<file path="src/rtl/freq_detector.sv">
// -----------------------------------------------------------------------------
// freq_detector
//
// Purpose:
//   Measures the period of a divided-clock signal (sigin) in clkin cycles and
//   locks onto one of four divide codes (/2, /4, /8, /16). A code is reported
//   only after it has been measured on two consecutive periods. Illegal
//   periods and loss of sigin (timeout) are flagged with a one-cycle err pulse.
//
// Parameters:
//   TOUT     clkin cycles without a detected sigin rise that count as a
//            timeout (legal range 17..31; the counter saturates at 31).
//
// Ports:
//   clkin    in   1  system clock, all state updates on its rising edge
//   reset    in   1  asynchronous, active-high reset
//   sigin    in   1  signal under measurement, asynchronous to clkin
//   freq     out  2  locked divide code (00:/2, 01:/4, 10:/8, 11:/16)
//   valid    out  1  high while freq holds a locked, confirmed code
//   period   out  5  last measured sigin period in clkin cycles
//   err      out  1  one-cycle pulse on an illegal period or a timeout
//   changed  out  1  one-cycle pulse when freq takes a new locked value
// -----------------------------------------------------------------------------
module freq_detector #(
    parameter int TOUT = 31
) (
    input  logic       clkin,
    input  logic       reset,
    input  logic       sigin,
    output logic [1:0] freq,
    output logic       valid,
    output logic [4:0] period,
    output logic       err,
    output logic       changed
);

    typedef enum logic [1:0] {
        IDLE    = 2'd0,
        MEASURE = 2'd1,
        CONFIRM = 2'd2,
        LOCKED  = 2'd3
    } state_t;

    localparam logic [4:0] TOUT_C  = 5'(TOUT);
    localparam logic [4:0] CNT_MAX = 5'd31;

    // -------------------------------------------------------------------------
    // Input synchronizer and rise detector
    // -------------------------------------------------------------------------
    logic s1_q, s2_q, s3_q;
    logic rise;

    always_ff @(posedge clkin or posedge reset) begin
        if (reset) begin
            s1_q <= 1'b0;
            s2_q <= 1'b0;
            s3_q <= 1'b0;
        end else begin
            s1_q <= sigin;
            s2_q <= s1_q;
            s3_q <= s2_q;
        end
    end

    assign rise = s2_q & ~s3_q;

    // -------------------------------------------------------------------------
    // State registers
    // -------------------------------------------------------------------------
    state_t     state_q, state_d;
    logic [4:0] cnt_q, cnt_d;
    logic [1:0] cand_q, cand_d;
    logic [1:0] freq_q, freq_d;
    logic [4:0] period_q, period_d;
    logic       valid_q, valid_d;
    logic       err_q, err_d;
    logic       changed_q, changed_d;
    // Set once freq holds a code that was actually locked. The reset value of
    // freq (00) is not a lock result, so the first lock after reset always
    // counts as a new value and pulses changed, even when it locks to 00.
    logic       locked_once_q, locked_once_d;

    always_ff @(posedge clkin or posedge reset) begin
        if (reset) begin
            state_q       <= IDLE;
            cnt_q         <= '0;
            cand_q        <= '0;
            freq_q        <= '0;
            period_q      <= '0;
            valid_q       <= 1'b0;
            err_q         <= 1'b0;
            changed_q     <= 1'b0;
            locked_once_q <= 1'b0;
        end else begin
            state_q       <= state_d;
            cnt_q         <= cnt_d;
            cand_q        <= cand_d;
            freq_q        <= freq_d;
            period_q      <= period_d;
            valid_q       <= valid_d;
            err_q         <= err_d;
            changed_q     <= changed_d;
            locked_once_q <= locked_once_d;
        end
    end

    // -------------------------------------------------------------------------
    // Period classification. The counter value at a rise (before it reloads)
    // is the period just completed.
    // -------------------------------------------------------------------------
    logic [1:0] code;
    logic       legal;

    always_comb begin
        code  = 2'b00;
        legal = 1'b1;
        case (cnt_q)
            5'd2:    code = 2'b00;
            5'd4:    code = 2'b01;
            5'd8:    code = 2'b10;
            5'd16:   code = 2'b11;
            default: legal = 1'b0;
        endcase
    end

    // -------------------------------------------------------------------------
    // Next-state / output logic
    // -------------------------------------------------------------------------
    always_comb begin
        state_d       = state_q;
        cnt_d         = cnt_q;
        cand_d        = cand_q;
        freq_d        = freq_q;
        period_d      = period_q;
        valid_d       = valid_q;
        err_d         = 1'b0;
        changed_d     = 1'b0;
        locked_once_d = locked_once_q;

        if (state_q == IDLE) begin
            cnt_d = '0;
            if (rise) begin
                state_d = MEASURE;
                cnt_d   = 5'd1;
            end
        end else if (rise) begin
            // A rise wins over a timeout falling on the same edge.
            cnt_d    = 5'd1;
            period_d = cnt_q;
            case (state_q)
                MEASURE: begin
                    if (legal) begin
                        cand_d  = code;
                        state_d = CONFIRM;
                    end else begin
                        err_d = 1'b1;
                    end
                end
                CONFIRM: begin
                    if (!legal) begin
                        err_d   = 1'b1;
                        state_d = MEASURE;
                    end else if (code == cand_q) begin
                        state_d       = LOCKED;
                        valid_d       = 1'b1;
                        freq_d        = cand_q;
                        changed_d     = !locked_once_q || (freq_q != cand_q);
                        locked_once_d = 1'b1;
                    end else begin
                        cand_d = code;
                    end
                end
                LOCKED: begin
                    if (!legal) begin
                        valid_d = 1'b0;
                        err_d   = 1'b1;
                        state_d = MEASURE;
                    end else if (code != freq_q) begin
                        // freq keeps the old code until the new one confirms.
                        valid_d = 1'b0;
                        cand_d  = code;
                        state_d = CONFIRM;
                    end
                end
                default: state_d = IDLE;
            endcase
        end else if (cnt_q >= TOUT_C) begin
            // sigin lost: drop back to IDLE, keep the last locked code.
            err_d   = 1'b1;
            valid_d = 1'b0;
            cnt_d   = '0;
            state_d = IDLE;
        end else if (cnt_q != CNT_MAX) begin
            cnt_d = cnt_q + 5'd1;
        end
    end

    assign freq    = freq_q;
    assign valid   = valid_q;
    assign period  = period_q;
    assign err     = err_q;
    assign changed = changed_q;

endmodule
</file>
<file path="config.mk">
export PLATFORM = sky130hd
export DESIGN_NAME = freq_detector
export DESIGN_NICKNAME = d
export VERILOG_FILES = /design/src/rtl/freq_detector.sv
export SDC_FILE = /design/constraint.sdc
export NUM_CORES = 1
export LEC_CHECK = 0
export BUFFER_PORTS_ARGS = -buffer_cell sky130_fd_sc_hd__buf_2
export CAP_MARGIN = 20
export CORE_ASPECT_RATIO = 0.5
export CORE_MARGIN = 2
export CORE_UTILIZATION = 40
export CTS_BUF_LIST = sky130_fd_sc_hd__clkbuf_4 sky130_fd_sc_hd__clkbuf_8 sky130_fd_sc_hd__clkbuf_16
export CTS_CLUSTER_DIAMETER = 100
export DETAILED_ROUTE_END_ITERATION = 12
export PLACE_DENSITY = 0.7
export SYNTH_ARGS = -nofsm -noshare
export SYNTH_HDL_FRONTEND = slang
export SYNTH_SLANG_ARGS = --single-unit
</file>
<file path="constraint.sdc">
create_clock -name clkin -period 1.98 [get_ports clkin]
set_input_delay 0.297 -clock clkin [delete_from_list [all_inputs] [get_ports clkin]]
set_output_delay 0.297 -clock clkin [all_outputs]
set_load 0.01 [all_outputs]
</file>
==> impl_metrics.csv, run 1 <==
group,metric,value,unit
drt,route.antenna.remaining_nets,0,
timing,max_slew_margin,0.753,
run_status,status,"finished with violations",
global_routing,grt_use_total,0.168,
yosys,ys_ff_latch,23,
timing,period_needed,2.01,ns
critical_path,endpoint_kind,"register",
clock_tree,h-tree-depth,1,
placement,gp_congestion,0.823,
global_routing,overflow,0,
timing,worst_pin_slew,0.367,ns
drt,drtPass1Iterations,4,
floorplanning,dieHeight,43.2,um
clock_tree,cts_buffers,3,
flow_run,drv_cap,0,
critical_path,r2r_slack,-0.03,ns
timing,slew_violations,0,
global_routing,antenna_found_initial,0,
floorplanning,io_pins,13,
yosys,synth-main-ff-cell,"dfrtp_1",
drt,dr.first_iter.drc_count,69,
clock_tree,cts_sinks,23,
yosys,synth_edf_count,0,
power,ir_drop,0.000628,V
critical_path,cpPeakStageDelay,0.43,ns
worst_hold_path,min_path_type,"input pin to async pin",
clock_tree,cts_tree,"yes",
floorplanning,core_area,0.00296,sq mm
critical_path,worstPathMaxFanout,4,
yosys,synth.yosys.warnings,0,
critical_path,critical_path.cell_chain,"inv_2, ha_4, nand3b_1, a21oi_2, or4_4, a221oi_4, nor3_2, mux2_4",
global_routing,grt_pass1_vias,953,
critical_path,startpoint,"cnt_q[1]",
yosys,synth_area_leaders,"dfrtp_1 47%, mux2_2 6.4%, ha_1 4.1%",
clock_tree,cts.path.max_buffers,2,
timing,final-hold-violation-count,0,
critical_path,required,2.14,ns
placement,placed_cell_area,0.00148,sq mm
timing,rsz0062_at_grt,"true",
yosys,syn_inst,117,
global_routing,grt_pass1_wl,4.35,mm
clock_tree,cts-root-buf,"clkbuf_8",
power,power_density,1100,mW/mm^2
yosys,synth_top_area_cell,"dfrtp_1",
placement,dp_hpwl,1.89,mm
critical_path,critPathLaunchType,"register",
critical_path,critPathKind,"register to register",
yosys,synthArstFlopShare,1.00,
run_status,failed_checks,"setup timing",
critical_path,rr_endpoint,"cand_q[1]",
placement,portBuffers,12,
yosys,syn_nets,124,
finish,diodes,0,
yosys,ys_seq_area_frac,0.468,
timing,setup_viol,1,
timing,whs,0.0478,ns
floorplanning,row_count,14,
drt,drt_wl_total,2.60,mm
yosys,avgSynthCellArea,10.5,sq um
critical_path,r2r-start,"cnt_q[1]",
yosys,synth_top_cell_area_share,0.468,
finish,drive_above_1_share,0.467,
critical_path,reg2reg_depth,8,
finish,postLayoutCellArea,0.00164,sq mm
drt,via_per_inst,5.09,
floorplanning,die_area,0.00356,sq mm
yosys,synthTopCellsByCount,"23 x dfrtp_1, 9 x nor2_1, 7 x mux2_2",
critical_path,worst_path_max_delay_cell,"or4_4",
yosys,synthDistinctLibCells,39,
timing,period_share,1.02,
yosys,synth.most_common_cell,"dfrtp_1",
finish,area_growth,33.3,%
clock_tree,cts.clk_slew.worst_paths,0.08,ns
power,power,1.81,mW
power,leakagePower,0.775,nW
drt,vias,978,
finish,layout.nets,160,
drt,post_drt_wl_per_cell,13.6,um
finish,final_cells,192,
global_routing,grt_max_degree,24,
timing,max_freq,0.497,GHz
timing,worst_slack,-0.0312,ns
floorplanning,die_width,82.4,um
critical_path,critical_path_arrival,2.17,ns
placement,dp_cells,184,
timing,finClkSkew,0.00187,ns
clock_tree,postCtsHoldBufs,0,
yosys,syn_area,0.00123,sq mm
drt,drcViolationCount,0,
floorplanning,start_util,0.415,
clock_tree,clkLatencyLatePin,0.27,ns
power breakdown:
group          switching, mW  internal (mW)
Sequential             0.103          0.574
Clock                  0.156          0.142
Combinational          0.385          0.448
flip-flops by register name (all words and copies together), names as in the netlist:
register / flops
cnt_q: 5
period: 5
cand_q: 2
freq: 2
state_q: 2
changed: 1
err: 1
locked_once_q: 1
s1_q: 1
s2_q: 1
s3_q: 1
valid: 1
critical path, delay by kind of cell, from the launching register on:
kind            cells  cell delay [ns]
flops               1             0.37
buf+inv             1             0.05
compound gates      2             0.36
mux                 1             0.30
fa+ha+maj           1             0.17
simple gates        3             0.65
cell families (layout without fill, tap and decap cells):
family / after synthesis / after routing / synth area share
AO/OA/AOI/OAI: 19 / 19 / 0.105
XOR/XNOR: 6 / 6 / 0.0428
AND/OR/NAND/NOR: 43 / 43 / 0.206
buffers and inverters: 11 / 46 / 0.0367
flip-flops: 23 / 23 / 0.468
multiplexers: 11 / 11 / 0.101
adder cells (fa/ha/maj): 4 / 4 / 0.0407
final cells by class:
class	instances	area, sq um
clock buffers	3	41.3
flip-flops and latches	23	578
multi-input cells	83	694
inverters	6	22.5
repair buffers	36	244
clock inverters	1	7.51
fillers	260	1320
well taps	40	50.0
worst max-delay path by stage:
| stage | to | slack (ns) |
|---|---|---|
| floorplan | cand_q[1] | -0.08 |
| global placement | cand_q[1] | -0.02 |
| detailed placement | cand_q[1] | -0.09 |
| CTS | freq[1] | 0.001 |
| global route | cand_q[0] | -0.12 |
| finish | cand_q[1] | -0.03 |
routing by layer:
layer  track usage  wire length [um]  vias up
met2         0.265              1220       22
met3        0.0617               126        2
met5             0                 0        -
met1         0.214              1240      470
li1              -                 -      484
met4        0.0567                24        0
stage by stage:
stage	utilization	setup TNS [ns]	setup WS [ns]
final	0.553	-0.0312	-0.0312
after global routing	0.553	-0.387	-0.120
after CTS	0.531	0	0.000952
after detailed placement	0.500	-0.295	-0.0876
after global placement	0.500	-0.0221	-0.0221
after floorplan	-	-0.0839	-0.0839
placed cells by master (no fill, tap or decap), drive strengths merged, types with 2 or more instances in the layout:
cell and count:
and2 3, o21ai 6, mux2i 3, nor2 9
nor3 3, dfrtp 23, mux2 8, buf 36
nor3b 2, xnor2 4, nand2 6, and3 2
nand3 3, xor2 2, clkbuf 3, a21oi 5
nand3b 3, nand2b 5, inv 6, ha 4
repair_timing:
action,CTS,global route
gates cloned,0,0
gates resized for setup,6,15
hold endpoints to repair,0,0
buffers inserted,2,2
endpoints found under the setup margin,6,8
pin swaps,3,7
Power figures use the tool's default switching activity.
==> inputs of run 2 (changes only) <==
- RECOVER_POWER: not set -> 25
- REMOVE_ABC_BUFFERS: not set -> 1
==> run 2 against run 1 <==
Effect of this change: the flow now finishes without violations; register-to-register slack gained 0.04 ns; total power shrank 1.1%; via count shrank 1.8%; non-clock buffer count is the same; cell count is the same; count of clock-buffer cells in the layout is the same; clock skew shrank 0.00053 ns; sequential cell count is the same; critical path type unchanged; critical endpoint unchanged.
==> impl_metrics.csv, run 2 (synthesized netlist as in run 1, its figures left out) <==
group,metric,value,unit
global_routing,grt_pass1_vias,942,
finish,final_common_cell,"buf_4",
timing,max_slew_margin,0.182,
power,power_density,1110,mW/mm^2
floorplanning,dieHeight,43.2,um
power,pwr-share-clk,0.173,
timing,finClkSkew,0.00135,ns
floorplanning,die_area,0.00356,sq mm
global_routing,grt_use_total,0.167,
critical_path,r2r_slack,0.009,ns
power,p_switching,0.629,mW
timing,period_needed,1.97,ns
drt,drt_wl_total,2.50,mm
critical_path,startpoint,"cnt_q[0]",
placement,dp_hpwl,1.80,mm
critical_path,critPathKind,"register to register",
worst_hold_path,hold_start,"sigin",
timing,worst_slack,0.00854,ns
finish,area_growth,31.2,%
clock_tree,cts_sinks,23,
clock_tree,cts_buffers,3,
finish,postLayoutCellArea,0.00161,sq mm
floorplanning,start_util,0.415,
drt,drtPass1Iterations,4,
global_routing,grt_pass1_wl,4.30,mm
power,ir_drop,0.000612,V
floorplanning,row_count,14,
power,comb_power_share,0.454,
drt,vias,960,
placement,pre_cts_ws,-0.144,ns
clock_tree,cts.clk_slew.worst_paths,0.08,ns
flow_run,drv_cap,0,
placement,portBuffers,12,
clock_tree,postCtsHoldBufs,0,
global_routing,overflow,0,
clock_tree,cts-root-buf,"clkbuf_8",
drt,via_per_inst,5.00,
clock_tree,clkLatencyLatePin,0.27,ns
timing,max_freq,0.507,GHz
critical_path,required,2.15,ns
finish,drive_above_1_share,0.434,
drt,dr.first_iter.drc_count,41,
power,p_seq_frac,0.374,
timing,rsz0062_at_grt,"true",
timing,worst_pin_slew,1.23,ns
timing,setup_viol,0,
finish,layout.nets,160,
floorplanning,die_width,82.4,um
run_status,status,"complete, no violations",
finish,fillers,264,
timing,final-hold-violation-count,0,
drt,drcViolationCount,0,
critical_path,critPathLaunchType,"register",
clock_tree,cts_tree,"yes",
timing,slew_violations,0,
drt,route.antenna.remaining_nets,0,
drt,post_drt_wl_per_cell,13.0,um
finish,final_cell_mix,"23 x buf_4, 22 x dfrtp_1, 12 x buf_2",
critical_path,r2r-start,"cnt_q[0]",
power,power,1.79,mW
power,leakagePower,0.761,nW
clock_tree,cts.path.max_buffers,2,
finish,diodes,0,
floorplanning,io_pins,13,
critical_path,cpPeakStageDelay,0.43,ns
clock_tree,h-tree-depth,1,
floorplanning,core_area,0.00296,sq mm
placement,placed_cell_area,0.00149,sq mm
power,p_int,1.16,mW
critical_path,critical_path.cell_chain,"inv_2, ha_4, nand3b_1, a21oi_1, or4_4, a221oi_4, nor3_2, mux2_4",
critical_path,endpoint_kind,"register",
critical_path,worst_path_max_delay_cell,"or4_4",
global_routing,grt_max_degree,24,
power,swShare,0.352,
worst_hold_path,min_path_type,"input pin to register",
global_routing,antenna_found_initial,0,
critical_path,critical_path_arrival,2.14,ns
timing,period_share,0.996,
placement,gp_congestion,0.875,
critical_path,worstPathMaxFanout,4,
[run 2: worst paths after layout]
kind / cells past startpoint / end
max: 8 / cand_q[1]
min: 1 / s1_q
max reg2reg: 8 / cand_q[1]
min reg2reg: 0 / s2_q
max in group asynchronous: 3 / cnt_q[4]
min in group asynchronous: 3 / s2_q
[run 2: per-layer routing]
| layer | GRT usage | wire length [um] |
|---|---|---|
| met1 | 0.225 | 1240 |
| met2 | 0.247 | 1100 |
| met3 | 0.0511 | 113 |
| met4 | 0.0700 | 44 |
| met5 | 0 | 0 |
[run 2: cell type report]
class | count | area (sq um) | area share
clock buffer | 3 | 41.3 | 0.0256
clock inverter | 1 | 7.51 | 0.00466
inverter | 6 | 22.5 | 0.0140
multi-input combinational | 83 | 677 | 0.420
sequential | 23 | 577 | 0.358
tap | 40 | 50.0 | 0.0311
timing repair buffer | 36 | 236 | 0.147
[run 2: power groups by stage]
stage / logic [mW] / clock network [mW] / registers [mW]
5_1_grt: 0.899 / 0.332 / 0.684
4_1_cts: 0.776 / 0.317 / 0.666
2_1_floorplan: 0.371 / 0 / 0.701
3_5_place_dp: 0.701 / 0 / 0.671
3_3_place_gp: 0.694 / 0 / 0.669
6_report: 0.811 / 0.309 / 0.668
[run 2: critical path, delay by kind of cell, from the launching register on]
kind	cells	cell delay, ns
flip-flops	1	0.38
AO/OA/AOI/OAI	2	0.34
adder cells (fa/ha/maj)	1	0.17
AND/OR/NAND/NOR	3	0.63
multiplexers	1	0.30
buffers and inverters	1	0.06
[run 2: repair_timing]
item	4_1_cts	5_1_grt
buffers inserted	1	0
setup endpoints to repair	7	8
gates resized for setup	10	9
cloned	0	0
pin swaps	4	5
[run 2: stage by stage]
| stage | setup TNS [ns] | hold WS [ns] | util | cells |
|---|---|---|---|---|
| floorplan | -0.166 | 0.299 | - | 112 |
| global placement | -0.249 | 0.332 | 0.503 | 187 |
| detailed placement | -0.610 | 0.336 | 0.503 | 187 |
| CTS | -0.0115 | 0.0470 | 0.536 | 192 |
| global route | -0.374 | 0.108 | 0.544 | 192 |
| finish | 0 | 0.120 | 0.544 | 192 |
==> inputs of run 3 (changes only) <==
- PLACE_DENSITY: 0.7 -> 0.68
- clock period: 1.98 -> 2.1 ns (I/O delays scaled with it)
==> run 3 against run 2 <==
Effect of this change: register-to-register slack better by 0.09 ns; via count is 2.4% lower; sequential share of layout area is 1.5 points higher; worst setup slack better by 0.092 ns; die area stayed put; critical endpoint unchanged; clock skew is 0.0023 ns higher; final area is 3.7% lower; routed wire length is 2.8% lower; clock power is 6.8% lower; critical path depth stayed put; hold slack better by 0.022 ns.
==> impl_metrics.csv, run 3 (synthesized netlist as in run 1, its figures left out) <==
group,metric,value,unit
global_routing,overflow,0,
placement,gp_congestion,0.896,
timing,finClkSkew,0.00368,ns
clock_tree,postCtsHoldBufs,0,
clock_tree,cts_sinks,23,
timing,final-hold-violation-count,0,
global_routing,use_met3,0.0553,
floorplanning,core_area,0.00296,sq mm
finish,fillers,264,
timing,max_freq,0.500,GHz
critical_path,critPathTopFamily,"simple AND/OR/NAND/NOR gates",
floorplanning,io_pins,13,
finish,seq_area,578,sq um
flow_run,drv_cap,0,
power,ir_drop,0.000551,V
floorplanning,start_util,0.415,
timing,period_needed,2.00,ns
floorplanning,row_count,14,
drt,dr.first_iter.drc_count,38,
clock_tree,cts.path.max_buffers,2,
placement,dp_cells,181,
worst_hold_path,min_path_type,"input pin to register",
drt,via_per_inst,5.01,
finish,drive_above_1_share,0.381,
timing,setup_tns,0,ns
global_routing,grt_pass1_wl,4.28,mm
clock_tree,clkLatencyLatePin,0.27,ns
finish,diodes,0,
timing,setup_viol,0,
critical_path,required,2.26,ns
critical_path,cpPeakStageDelay,0.43,ns
drt,route.antenna.remaining_nets,0,
finish,layout.nets,155,
finish,area_growth,26.3,%
global_routing,grt_busiest_layer,"met2",
timing,max_slew_margin,0.208,
floorplanning,dieHeight,43.2,um
critical_path,worstPathMaxFanout,6,
timing,period_share,0.952,
critical_path,critical_path_arrival,2.16,ns
finish,multi_input_area,653,sq um
drt,vias,937,
timing,worst_slack,0.101,ns
global_routing,grt_use_total,0.166,
finish,final_cell_mix,"21 x dfrtp_1, 18 x buf_4, 12 x buf_2",
critical_path,worst_path_max_delay_cell,"or4_4",
critical_path,endpoint_kind,"register",
drt,drtPass1Iterations,4,
global_routing,met2_usage,0.247,
finish,final_cells,187,
power,leakagePower,0.730,nW
placement,dp_hpwl,1.79,mm
clock_tree,cts-root-buf,"clkbuf_8",
global_routing,grt_max_degree,24,
clock_tree,h-tree-depth,1,
floorplanning,die_area,0.00356,sq mm
global_routing,grt_pass1_vias,898,
power,power_density,1030,mW/mm^2
clock_tree,cts.clk_slew.worst_paths,0.09,ns
placement,pre_cts_ws,-0.0532,ns
run_status,status,"complete, no violations",
critical_path,critPathLaunchType,"register",
clock_tree,cts_tree,"yes",
timing,worst_pin_slew,1.19,ns
global_routing,use_met1,0.222,
timing,slew_violations,0,
critical_path,critPathBufInv,1,
placement,portBuffers,12,
finish,final_common_cell,"dfrtp_1",
floorplanning,die_width,82.4,um
global_routing,antenna_found_initial,0,
critical_path,critical_path.cell_chain,"inv_2, ha_4, nand3b_1, a21oi_1, or4_4, a221oi_4, nor3_2, mux2_4",
clock_tree,cts_buffers,3,
critical_path,critPathKind,"register to register",
drt,post_drt_wl_per_cell,13.0,um
drt,drt_wl_total,2.43,mm
drt,drcViolationCount,0,
==> run 3: worst reg2reg max path, stage by stage, from the launching register on <==
cell and delay, ns:
dfrtp_1 0.37, inv_2 0.06, ha_4 0.18, nand3b_1 0.11, a21oi_1 0.07, or4_4 0.43
a221oi_4 0.28, nor3_2 0.09, mux2_4 0.30
==> run 3: timing repair <==
item | in CTS | in global routing
resized for setup | 4 | 8
buffers inserted | 0 | 2
pin swaps | 0 | 4
endpoints found under the setup margin | 5 | 7
==> run 3: cell type report <==
cell class	count	area share
clock buffer	3	0.0266
clock inverter	1	0.00484
inverter	6	0.0145
multi-input combinational	83	0.421
sequential	23	0.373
tap	40	0.0323
timing repair buffer	31	0.128
==> run 3: power breakdown <==
group	total, mW	switching (mW)	internal (mW)
sequential	0.639	0.0985	0.541
clock	0.288	0.153	0.135
combinational	0.676	0.320	0.357
==> run 3: final timing paths <==
check	slack, ns	end	cells past startpoint	from
min in group asynchronous	0.41	s2_q	3	reset
hold / removal	0.14	s1_q	1	sigin
max in group asynchronous	0.91	cnt_q[4]	3	reset
setup reg to reg	0.10	cand_q[1]	8	cnt_q[0]
hold reg to reg	0.36	s2_q	0	s1_q
setup / recovery	0.10	cand_q[1]	8	cnt_q[0]
==> run 3: per-stage QoR <==
stage | area (sq um) | utilization | total power [mW] | hold WS, ns
5_1_grt | 1550 | 0.524 | 1.72 | 0.134
4_1_cts | 1510 | 0.511 | 1.56 | 0.0671
6_report | 1550 | 0.524 | 1.60 | 0.142
2_1_floorplan | 1210 | - | 1.01 | 0.317
3_5_place_dp | 1440 | 0.488 | 1.25 | 0.349
3_3_place_gp | 1440 | 0.488 | 1.23 | 0.333
==> run 3: layer usage <==
metal | part of all wire | vias up
met1 | 0.51 | 445
met3 | 0.042 | 4
met4 | 0.012 | 0
met5 | 0 | -
li1 | - | 468
met2 | 0.43 | 20
